===== src/rtl/mem_access_if.sv =====
// Load/store unit bus bundle: pipeline request/response handshake plus word-wide memory port.
// slave = load/store unit view, master = pipeline/memory environment view.
interface mem_access_if #(
    parameter int unsigned ADDR_W = 32
);
    logic              req_valid;
    logic              req_ready;
    logic              req_write;
    logic [1:0]        req_size;
    logic              req_unsigned;
    logic [ADDR_W-1:0] req_addr;
    logic [31:0]       req_wdata;
    logic              resp_valid;
    logic [31:0]       resp_rdata;
    logic              resp_err;
    logic              mem_write;
    logic [ADDR_W-1:0] mem_addr;
    logic [31:0]       mem_wdata;
    logic [31:0]       mem_rdata;

    modport slave (
        input  req_valid, req_write, req_size, req_unsigned, req_addr, req_wdata, mem_rdata,
        output req_ready, resp_valid, resp_rdata, resp_err, mem_write, mem_addr, mem_wdata
    );

    modport master (
        output req_valid, req_write, req_size, req_unsigned, req_addr, req_wdata, mem_rdata,
        input  req_ready, resp_valid, resp_rdata, resp_err, mem_write, mem_addr, mem_wdata
    );
endinterface


===== src/rtl/mem_access.sv =====
// MIPS load/store unit: byte/half/word access to a big-endian word memory, RMW for sub-word stores.
// Optional macro MISALIGN_TRAP_EN: misaligned half/word requests complete immediately with resp_err.
module mem_access #(
    parameter int unsigned ADDR_W = 32
) (
    input logic          clk,
    input logic          rst,
    mem_access_if.slave  bus
);
    localparam int unsigned DATA_W = 32;
    localparam int unsigned HALF_W = 16;
    localparam int unsigned BYTE_W = 8;

    typedef enum logic [2:0] {IDLE, RD, CAP, WR, RESP} state_t;

    state_t              state, state_n;
    logic                op_write, op_write_n;
    logic [1:0]          op_size, op_size_n;
    logic                op_unsigned, op_unsigned_n;
    logic [1:0]          op_off, op_off_n;
    logic [HALF_W-1:0]   op_wdata, op_wdata_n;
    logic [ADDR_W-1:0]   mem_addr_n;
    logic [DATA_W-1:0]   mem_wdata_n;
    logic [DATA_W-1:0]   resp_rdata_n;
    logic                resp_err_n;
    logic                misalign_c;
    logic [BYTE_W-1:0]   lane_b_c;
    logic [HALF_W-1:0]   lane_h_c;
    logic [DATA_W-1:0]   load_c;
    logic [DATA_W-1:0]   merge_c;

`ifdef MISALIGN_TRAP_EN
    assign misalign_c = ((bus.req_size == 2'b01) && bus.req_addr[0]) ||
                        (bus.req_size[1] && (bus.req_addr[1:0] != 2'b00));
`else
    assign misalign_c = 1'b0;
`endif

    // Lane extraction from the returned word; offset 0 is the most significant byte.
    always_comb begin
        lane_b_c = bus.mem_rdata[31:24];
        case (op_off)
            2'd0:    lane_b_c = bus.mem_rdata[31:24];
            2'd1:    lane_b_c = bus.mem_rdata[23:16];
            2'd2:    lane_b_c = bus.mem_rdata[15:8];
            default: lane_b_c = bus.mem_rdata[7:0];
        endcase
        lane_h_c = op_off[1] ? bus.mem_rdata[15:0] : bus.mem_rdata[31:16];
    end

    always_comb begin
        load_c = bus.mem_rdata;
        case (op_size)
            2'b00:   load_c = op_unsigned ? DATA_W'(lane_b_c)
                                          : {{(DATA_W-BYTE_W){lane_b_c[BYTE_W-1]}}, lane_b_c};
            2'b01:   load_c = op_unsigned ? DATA_W'(lane_h_c)
                                          : {{(DATA_W-HALF_W){lane_h_c[HALF_W-1]}}, lane_h_c};
            default: load_c = bus.mem_rdata;
        endcase
    end

    // Store lane merged into the read word; untouched lanes keep their old contents.
    always_comb begin
        merge_c = bus.mem_rdata;
        if (op_size == 2'b00) begin
            case (op_off)
                2'd0:    merge_c = {op_wdata[7:0], bus.mem_rdata[23:0]};
                2'd1:    merge_c = {bus.mem_rdata[31:24], op_wdata[7:0], bus.mem_rdata[15:0]};
                2'd2:    merge_c = {bus.mem_rdata[31:16], op_wdata[7:0], bus.mem_rdata[7:0]};
                default: merge_c = {bus.mem_rdata[31:8], op_wdata[7:0]};
            endcase
        end else begin
            merge_c = op_off[1] ? {bus.mem_rdata[31:16], op_wdata}
                                : {op_wdata, bus.mem_rdata[15:0]};
        end
    end

    // Next-state and next-register decode.
    always_comb begin
        state_n       = state;
        op_write_n    = op_write;
        op_size_n     = op_size;
        op_unsigned_n = op_unsigned;
        op_off_n      = op_off;
        op_wdata_n    = op_wdata;
        mem_addr_n    = bus.mem_addr;
        mem_wdata_n   = bus.mem_wdata;
        resp_rdata_n  = bus.resp_rdata;
        resp_err_n    = 1'b0;
        case (state)
            IDLE: begin
                if (bus.req_valid) begin
                    op_write_n    = bus.req_write;
                    op_size_n     = bus.req_size;
                    op_unsigned_n = bus.req_unsigned;
                    op_off_n      = bus.req_addr[1:0];
                    op_wdata_n    = bus.req_wdata[15:0];
                    if (misalign_c) begin
                        state_n    = RESP;
                        resp_err_n = 1'b1;
                    end else begin
                        mem_addr_n = {bus.req_addr[ADDR_W-1:2], 2'b00};
                        if (bus.req_write && bus.req_size[1]) begin
                            mem_wdata_n = bus.req_wdata;
                            state_n     = WR;
                        end else begin
                            state_n = RD;
                        end
                    end
                end
            end
            RD:  state_n = CAP;
            CAP: begin
                if (op_write) begin
                    mem_wdata_n = merge_c;
                    state_n     = WR;
                end else begin
                    resp_rdata_n = load_c;
                    state_n      = RESP;
                end
            end
            WR:      state_n = RESP;
            RESP:    state_n = IDLE;
            default: state_n = IDLE;
        endcase
    end

    // State and registered outputs; strobes are decoded from the state being entered.
    always_ff @(posedge clk or posedge rst) begin
        if (rst) begin
            state          <= IDLE;
            op_write       <= 1'b0;
            op_size        <= 2'b00;
            op_unsigned    <= 1'b0;
            op_off         <= 2'b00;
            op_wdata       <= '0;
            bus.req_ready  <= 1'b1;
            bus.resp_valid <= 1'b0;
            bus.resp_rdata <= '0;
            bus.resp_err   <= 1'b0;
            bus.mem_write  <= 1'b0;
            bus.mem_addr   <= '0;
            bus.mem_wdata  <= '0;
        end else begin
            state          <= state_n;
            op_write       <= op_write_n;
            op_size        <= op_size_n;
            op_unsigned    <= op_unsigned_n;
            op_off         <= op_off_n;
            op_wdata       <= op_wdata_n;
            bus.req_ready  <= (state_n == IDLE);
            bus.resp_valid <= (state_n == RESP);
            bus.resp_rdata <= resp_rdata_n;
            bus.resp_err   <= resp_err_n;
            bus.mem_write  <= (state_n == WR);
            bus.mem_addr   <= mem_addr_n;
            bus.mem_wdata  <= mem_wdata_n;
        end
    end
endmodule


===== src/flat_wrapper.sv =====
// flat-port wrapper written by rule: the top's interface ports become plain ports
module mem_access_flat 
#(
    parameter int unsigned ADDR_W = 32
)
  (clk, rst, bus_req_valid, bus_req_write, bus_req_size, bus_req_unsigned, bus_req_addr, bus_req_wdata, bus_mem_rdata, bus_req_ready, bus_resp_valid, bus_resp_rdata, bus_resp_err, bus_mem_write, bus_mem_addr, bus_mem_wdata);
  mem_access_if #(.ADDR_W(ADDR_W)) bus_i ();
  input logic clk;
  input logic rst;
  input wire logic [$bits(bus_i.req_valid)-1:0] bus_req_valid;
  input wire logic [$bits(bus_i.req_write)-1:0] bus_req_write;
  input wire logic [$bits(bus_i.req_size)-1:0] bus_req_size;
  input wire logic [$bits(bus_i.req_unsigned)-1:0] bus_req_unsigned;
  input wire logic [$bits(bus_i.req_addr)-1:0] bus_req_addr;
  input wire logic [$bits(bus_i.req_wdata)-1:0] bus_req_wdata;
  input wire logic [$bits(bus_i.mem_rdata)-1:0] bus_mem_rdata;
  output wire logic [$bits(bus_i.req_ready)-1:0] bus_req_ready;
  output wire logic [$bits(bus_i.resp_valid)-1:0] bus_resp_valid;
  output wire logic [$bits(bus_i.resp_rdata)-1:0] bus_resp_rdata;
  output wire logic [$bits(bus_i.resp_err)-1:0] bus_resp_err;
  output wire logic [$bits(bus_i.mem_write)-1:0] bus_mem_write;
  output wire logic [$bits(bus_i.mem_addr)-1:0] bus_mem_addr;
  output wire logic [$bits(bus_i.mem_wdata)-1:0] bus_mem_wdata;
  assign bus_i.req_valid = bus_req_valid;
  assign bus_i.req_write = bus_req_write;
  assign bus_i.req_size = bus_req_size;
  assign bus_i.req_unsigned = bus_req_unsigned;
  assign bus_i.req_addr = bus_req_addr;
  assign bus_i.req_wdata = bus_req_wdata;
  assign bus_i.mem_rdata = bus_mem_rdata;
  assign bus_req_ready = bus_i.req_ready;
  assign bus_resp_valid = bus_i.resp_valid;
  assign bus_resp_rdata = bus_i.resp_rdata;
  assign bus_resp_err = bus_i.resp_err;
  assign bus_mem_write = bus_i.mem_write;
  assign bus_mem_addr = bus_i.mem_addr;
  assign bus_mem_wdata = bus_i.mem_wdata;
  mem_access #(.ADDR_W(ADDR_W)) u_core (.clk(clk), .rst(rst), .bus(bus_i));
endmodule

===== config.mk =====
export PLATFORM = sky130hd
export DESIGN_NAME = mem_access_flat
export DESIGN_NICKNAME = d
export VERILOG_FILES = /design/src/rtl/mem_access_if.sv /design/src/rtl/mem_access.sv /design/src/flat_wrapper.sv
export SDC_FILE = /design/constraint.sdc
export NUM_CORES = 1
export LEC_CHECK = 0
export BUFFER_PORTS_ARGS = -buffer_cell sky130_fd_sc_hd__buf_2
export CORE_ASPECT_RATIO = 0.7
export CORE_MARGIN = 3
export CORE_UTILIZATION = 40
export CTS_CLUSTER_SIZE = 8
export DETAILED_ROUTE_END_ITERATION = 16
export GPL_ROUTABILITY_DRIVEN = 0
export HOLD_SLACK_MARGIN = 0.02
export PLACE_DENSITY = 0.77
export SLEW_MARGIN = 20
export SYNTH_ARGS = -nofsm -noshare
export SYNTH_HDL_FRONTEND = slang
export SYNTH_SLANG_ARGS = --single-unit

===== constraint.sdc =====
create_clock -name clk -period 3.9 [get_ports clk]
set_input_delay 0.195 -clock clk [delete_from_list [all_inputs] [get_ports clk]]
set_output_delay 0.195 -clock clk [all_outputs]
set_load 0.005 [all_outputs]

**Word-level counts from Yosys, hierarchy flattened**

Index checks and enable logic that the tools add are counted.

- Register bits: 122
- Input port bits: 103
- Word-level logic and storage cells: 49

- Eq/ne operators: 11
- Multiplexer cells: 16
- Bitwise gates (word level): 1
- Reductions and logical operators: 9

Operators by type and width:

| kind | number |
|---|---|
| $mux W32 | 7 |
| $pmux W32 S2 | 2 |
| $pmux W32 S3 | 1 |
| $pmux W8 S3 | 1 |
| $mux W16 | 1 |
| $pmux W3 S4 | 1 |
| $eq A3 B2 Y1 const B | 3 |
| $logic_not A3 Y1 | 2 |
| $mux W3 | 2 |
| $eq A2 B1 Y1 const B | 2 |
| $logic_not A2 Y1 | 2 |
| $ne A2 B1 Y1 const B | 2 |
| $reduce_and A2 Y1 | 2 |
| $reduce_and A4 Y1 | 1 |
| $eq A3 B1 Y1 const B | 1 |
| $eq A3 B3 Y1 const B | 1 |
| $eq A2 B2 Y1 const B | 1 |
| $mux W2 | 1 |
| $ne A2 B2 Y1 const B | 1 |
| $reduce_bool A2 Y1 | 1 |
| $logic_and A1 B1 Y1 | 1 |
| $not A1 Y1 | 1 |

**Logic depth before layout (Yosys ltp)**

- Word-level depth: 5
- Depth in mapped cells: 8

**Worst setup path after synthesis**

No wires, ideal clock.

- Kind: reg-to-reg
- Start: register u_core.state[0]
- End: register u_core.bus.resp_rdata[17]
- Library setup time: 0.067 ns
- Data arrival time: 1.880 ns
- Data required time: 3.833 ns
- Slack: 1.953 ns
- Cell stages (with the launch flop): 8
- Path buffers: 3
- Period minus slack after synthesis: 1.947 ns
- Path through: dfrtp_1 buf_2 nor4b_4 nand2b_1 or4_1 buf_2 buf_6 nand3_2

- Longest elaborated chain between the ends: 2

RTL lines:

| what | line | source |
|---|---|---|
| start, declared | mem_access.sv:16 | `state_t state, state_n;` |
| start signal, assigned | mem_access.sv:145 | `state <= state_n;` |
| $eq A3 B2 Y1 | mem_access.sv:90 | `case (state)` |
| $reduce_and A2 Y1 (no source line) | n/a |  |
| end signal, assigned | mem_access.sv:153 | `bus.resp_rdata <= resp_rdata_n;` |
| end, declared | mem_access_if.sv:23 | `output req_ready, resp_valid, resp_rdata, resp_err, mem_write, mem_addr, mem_wdata` |

No other way between the ends.
A chain may end at the register's enable or synchronous reset.

**Worst setup path in the final report**

- Start: register u_core.state[2]
- End: register u_core.bus.mem_wdata[5]

- Longest elaborated chain between the ends: 3
- Elaborated cells between the ends (all ways): 8
- Those cells by class: eq/ne: 4; mux: 1; reduce/logical: 3

RTL lines:

| what | line | source |
|---|---|---|
| $eq A3 B2 Y1 / $logic_not A3 Y1 (equally long branches) | mem_access.sv:90 |  |
| $ne A2 B1 Y1 (no source line), or another cell as far along | n/a |  |
| $reduce_and A4 Y1 (no source line) | n/a |  |
| end signal, assigned | mem_access.sv:157 | `bus.mem_wdata <= mem_wdata_n;` |
| end, declared | mem_access_if.sv:23 |  |

Several ways; a longest one is shown, not always the timed one.

==> metrics.yaml <==
cpMaxStageDelayCell: "o41a_2"
syn_inst: 604
worstSkewPairLatency_ns: 0.42
period_needed_ns: 2.67
synth.top_cell.area_share_pct: 49.0
fmax_mhz: 375
wl_met2_um: 8680
grt_max_degree: 66
fin_setup_tns_ns: 0
numPortBuffers: 199
synthFlopType: "dfrtp_1"
vias: 5634
grt_use_total_pct: 22.9
path_depth: 3
yosysSeqAreaShare_pct: 49.4
ant_nets: 0
fp.dieH_um: 110
grt_pass1_vias: 5434
r2r-start: "u_core.state[2]"
worst_path_largest_cell_delay_ns: 0.99
cp_cell_sequence: "nand4bb_1 > o41a_2 > o221ai_1"
power.density_nw_per_um2: 849
io_pins: 203
drive_above_1_share_pct: 39.5
reg2reg_to: "u_core.bus.mem_wdata[5]"
netlist_area_um2: 6180
ys_ff_latch: 122
dr.first_iter.drc_count: 485
final_common_cell: "buf_2"
rsz0062_at_grt: "no"
cts_tree: "done"
vias_per_cell: 5.56
final_area_um2: 8100
synth.largest_area_cell: "dfrtp_1"
crit_path_max_fanout: 65
start_util_pct: 41.5
setup_viol: 0
clock_sinks: 122
ff2ff_path_depth: 3
hold_class: "in -> reg"
arrival_ns: 2.91
whs_endpoint: "u_core.op_off[1]"
worst_setup_path_start_kind: "flip-flop"
slew_violations: 0
async_flop_share_pct: 100
vdd_drop_max_v: 0.000423
overflow: 0
synth_top_cells_by_area: "dfrtp_1, mux2_2, nand2_1, mux2i_1, o21ai_0"
p_leak_uw: 0.00389
cp_num_buf_inv: 0
hold-path-cell-count: 3
die_area_um2: 17000
antenna_found_initial: 3
wl_per_cell_um: 19.2
synth_edf_count: 0
cts_buffers: 17
ctsResizeCount: 0
maxSlewHeadroom_pct: 30.9
root_buffer: "clkbuf_16"
core.rowCount: 37
hp-start: "bus_req_addr[1]"
dpl-instance-area_um2: 7250
core_area_um2: 14900
crit_family: "compound AO/OA/AOI/OAI gates"
avgSynthCellArea_um2: 10.2
worst-slew-pin-transition_ns: 1.04
maxCapViolations: 0
synth_cell_types: 48
fin_crit_sh_pct: 68.4
clock-skew-final_ns: 0.0100
wl_met1_um: 8420
hold_viol_final: 0
rrSetupSlack_ns: 1.23
yosysWarnings: 0
final_nets: 908
holdWs_ns: 0.0240
drt_wl_total_um: 19500
critPathRequiredTime_ns: 4.14
firstDrtPassIters: 5
post-dp-hpwl_um: 13800
status: "finished, final reports clean"
drc: 0
ctsLongestPathBuffers: 2
path_class: "reg -> reg"
final_cell_mix: "buf_2, dfrtp_1, nand2_1"
top_layer_used: "met5"
grt_first_pass_wirelength_um: 30100
chipWidth_um: 155
clkSlewWorstSetupHoldPaths_ns: 0.05
end_kind: "flip-flop"
cts_max_level: 4
area_growth_pct: 31.0
dr_wl_met3_um: 2040
antennaDiodeCount: 0
==> sequential cells by signal (all words and copies together), names as in the netlist <==
| register | count |
|---|---|
| u_core.state | 3 |
| u_core.bus.req_ready | 1 |
| u_core.op_unsigned | 1 |
| u_core.op_wdata | 16 |
| u_core.op_off | 2 |
| u_core.bus.mem_wdata | 32 |
| u_core.op_write | 1 |
| u_core.bus.resp_rdata | 32 |
| u_core.bus.resp_valid | 1 |
| u_core.bus.mem_write | 1 |
| u_core.op_size | 2 |
| u_core.bus.mem_addr | 30 |
==> synth_stat cells (2+ instances only) <==
cell and count:
or2_2 2, or3b_2 13, nor2b_1 4, o22ai_1 6, nor3b_1 9, a21o_1 2
o31a_1 16, dfrtp_1 121, mux2i_1 17, mux2_2 51, a211oi_1 10, a31oi_1 8
inv_1 4, nand2_1 99, buf_6 2, o21ai_0 33, o311a_1 16, nand3_2 10
nand2b_1 2, clkbuf_1 41, nor4b_1 6, buf_1 6, mux2_1 4, nor2_1 18
o221ai_1 16, nand3_1 23, a21oi_1 26, buf_2 10, buf_4 3, o21ai_1 8
==> worst max-delay path by stage <==
stage | start | end | slack [ns]
floorplan | rst | u_core.bus.mem_addr[10] | 0.46
global placement | u_core.state[0] | u_core.bus.mem_wdata[16] | 1.36
detailed placement | u_core.state[0] | u_core.bus.mem_wdata[20] | 1.26
CTS | u_core.state[0] | u_core.bus.mem_wdata[5] | 1.25
global route | u_core.state[0] | u_core.bus.mem_wdata[7] | 0.98
finish | u_core.state[2] | u_core.bus.mem_wdata[5] | 1.23
==> worst min-delay path, stage by stage <==
cell,delay (ns)
buf_2,0.08
nand2_1,0.06
o21ai_0,0.07
==> routing by layer <==
layer / vias up / GRT usage [%]
met5: - / 0
met4: 6 / 6.74
met3: 34 / 7.22
met2: 302 / 34.8
met1: 2699 / 31.9
li1: 2593 / -
==> where the power goes <==
part / switching (uW) / internal, uW
logic: 1630 / 1440
registers: 503 / 1910
clock network: 573 / 824
total: 2710 / 4170
==> logic make-up (layout without fill, tap and decap cells) <==
kind of cell / count (synthesis) / count (layout) / synth area share [%]
AO/OA/AOI/OAI: 147 / 147 / 16.3
buffers and inverters: 67 / 279 / 4.69
flip-flops: 122 / 122 / 49.4
multiplexers: 73 / 73 / 13.1
other: 1 / 3 / 0.0606
AND/OR/NAND/NOR: 194 / 194 / 16.4
==> metrics by stage <==
step | std cells | utilization, % | total power [uW] | worst slack, ns
final | 1013 | 54.3 | 6880 | 1.23
after global routing | 1013 | 54.3 | 7390 | 0.985
after CTS | 1013 | 54.3 | 6890 | 1.25
after detailed placement | 948 | 48.6 | 5450 | 1.26
after global placement | 948 | 48.6 | 5360 | 1.36
after floorplan | 606 | - | 4380 | 0.464
==> layout make-up <==
cell class                 instances  area [um2]
fill                            1312        6810
sequential                       122        3060
multi-input combinational        417        2860
timing repair buffer             242        1400
clock buffer                      21         450
tap                              195         244
clock inverter                    11        73.8
inverter                           5        21.3
==> repair_timing <==
action                    CTS  global route
setup buffers               0             0
hold buffers               33             0
hold endpoints to repair   94             0
(Power assumes the default switching activity.)
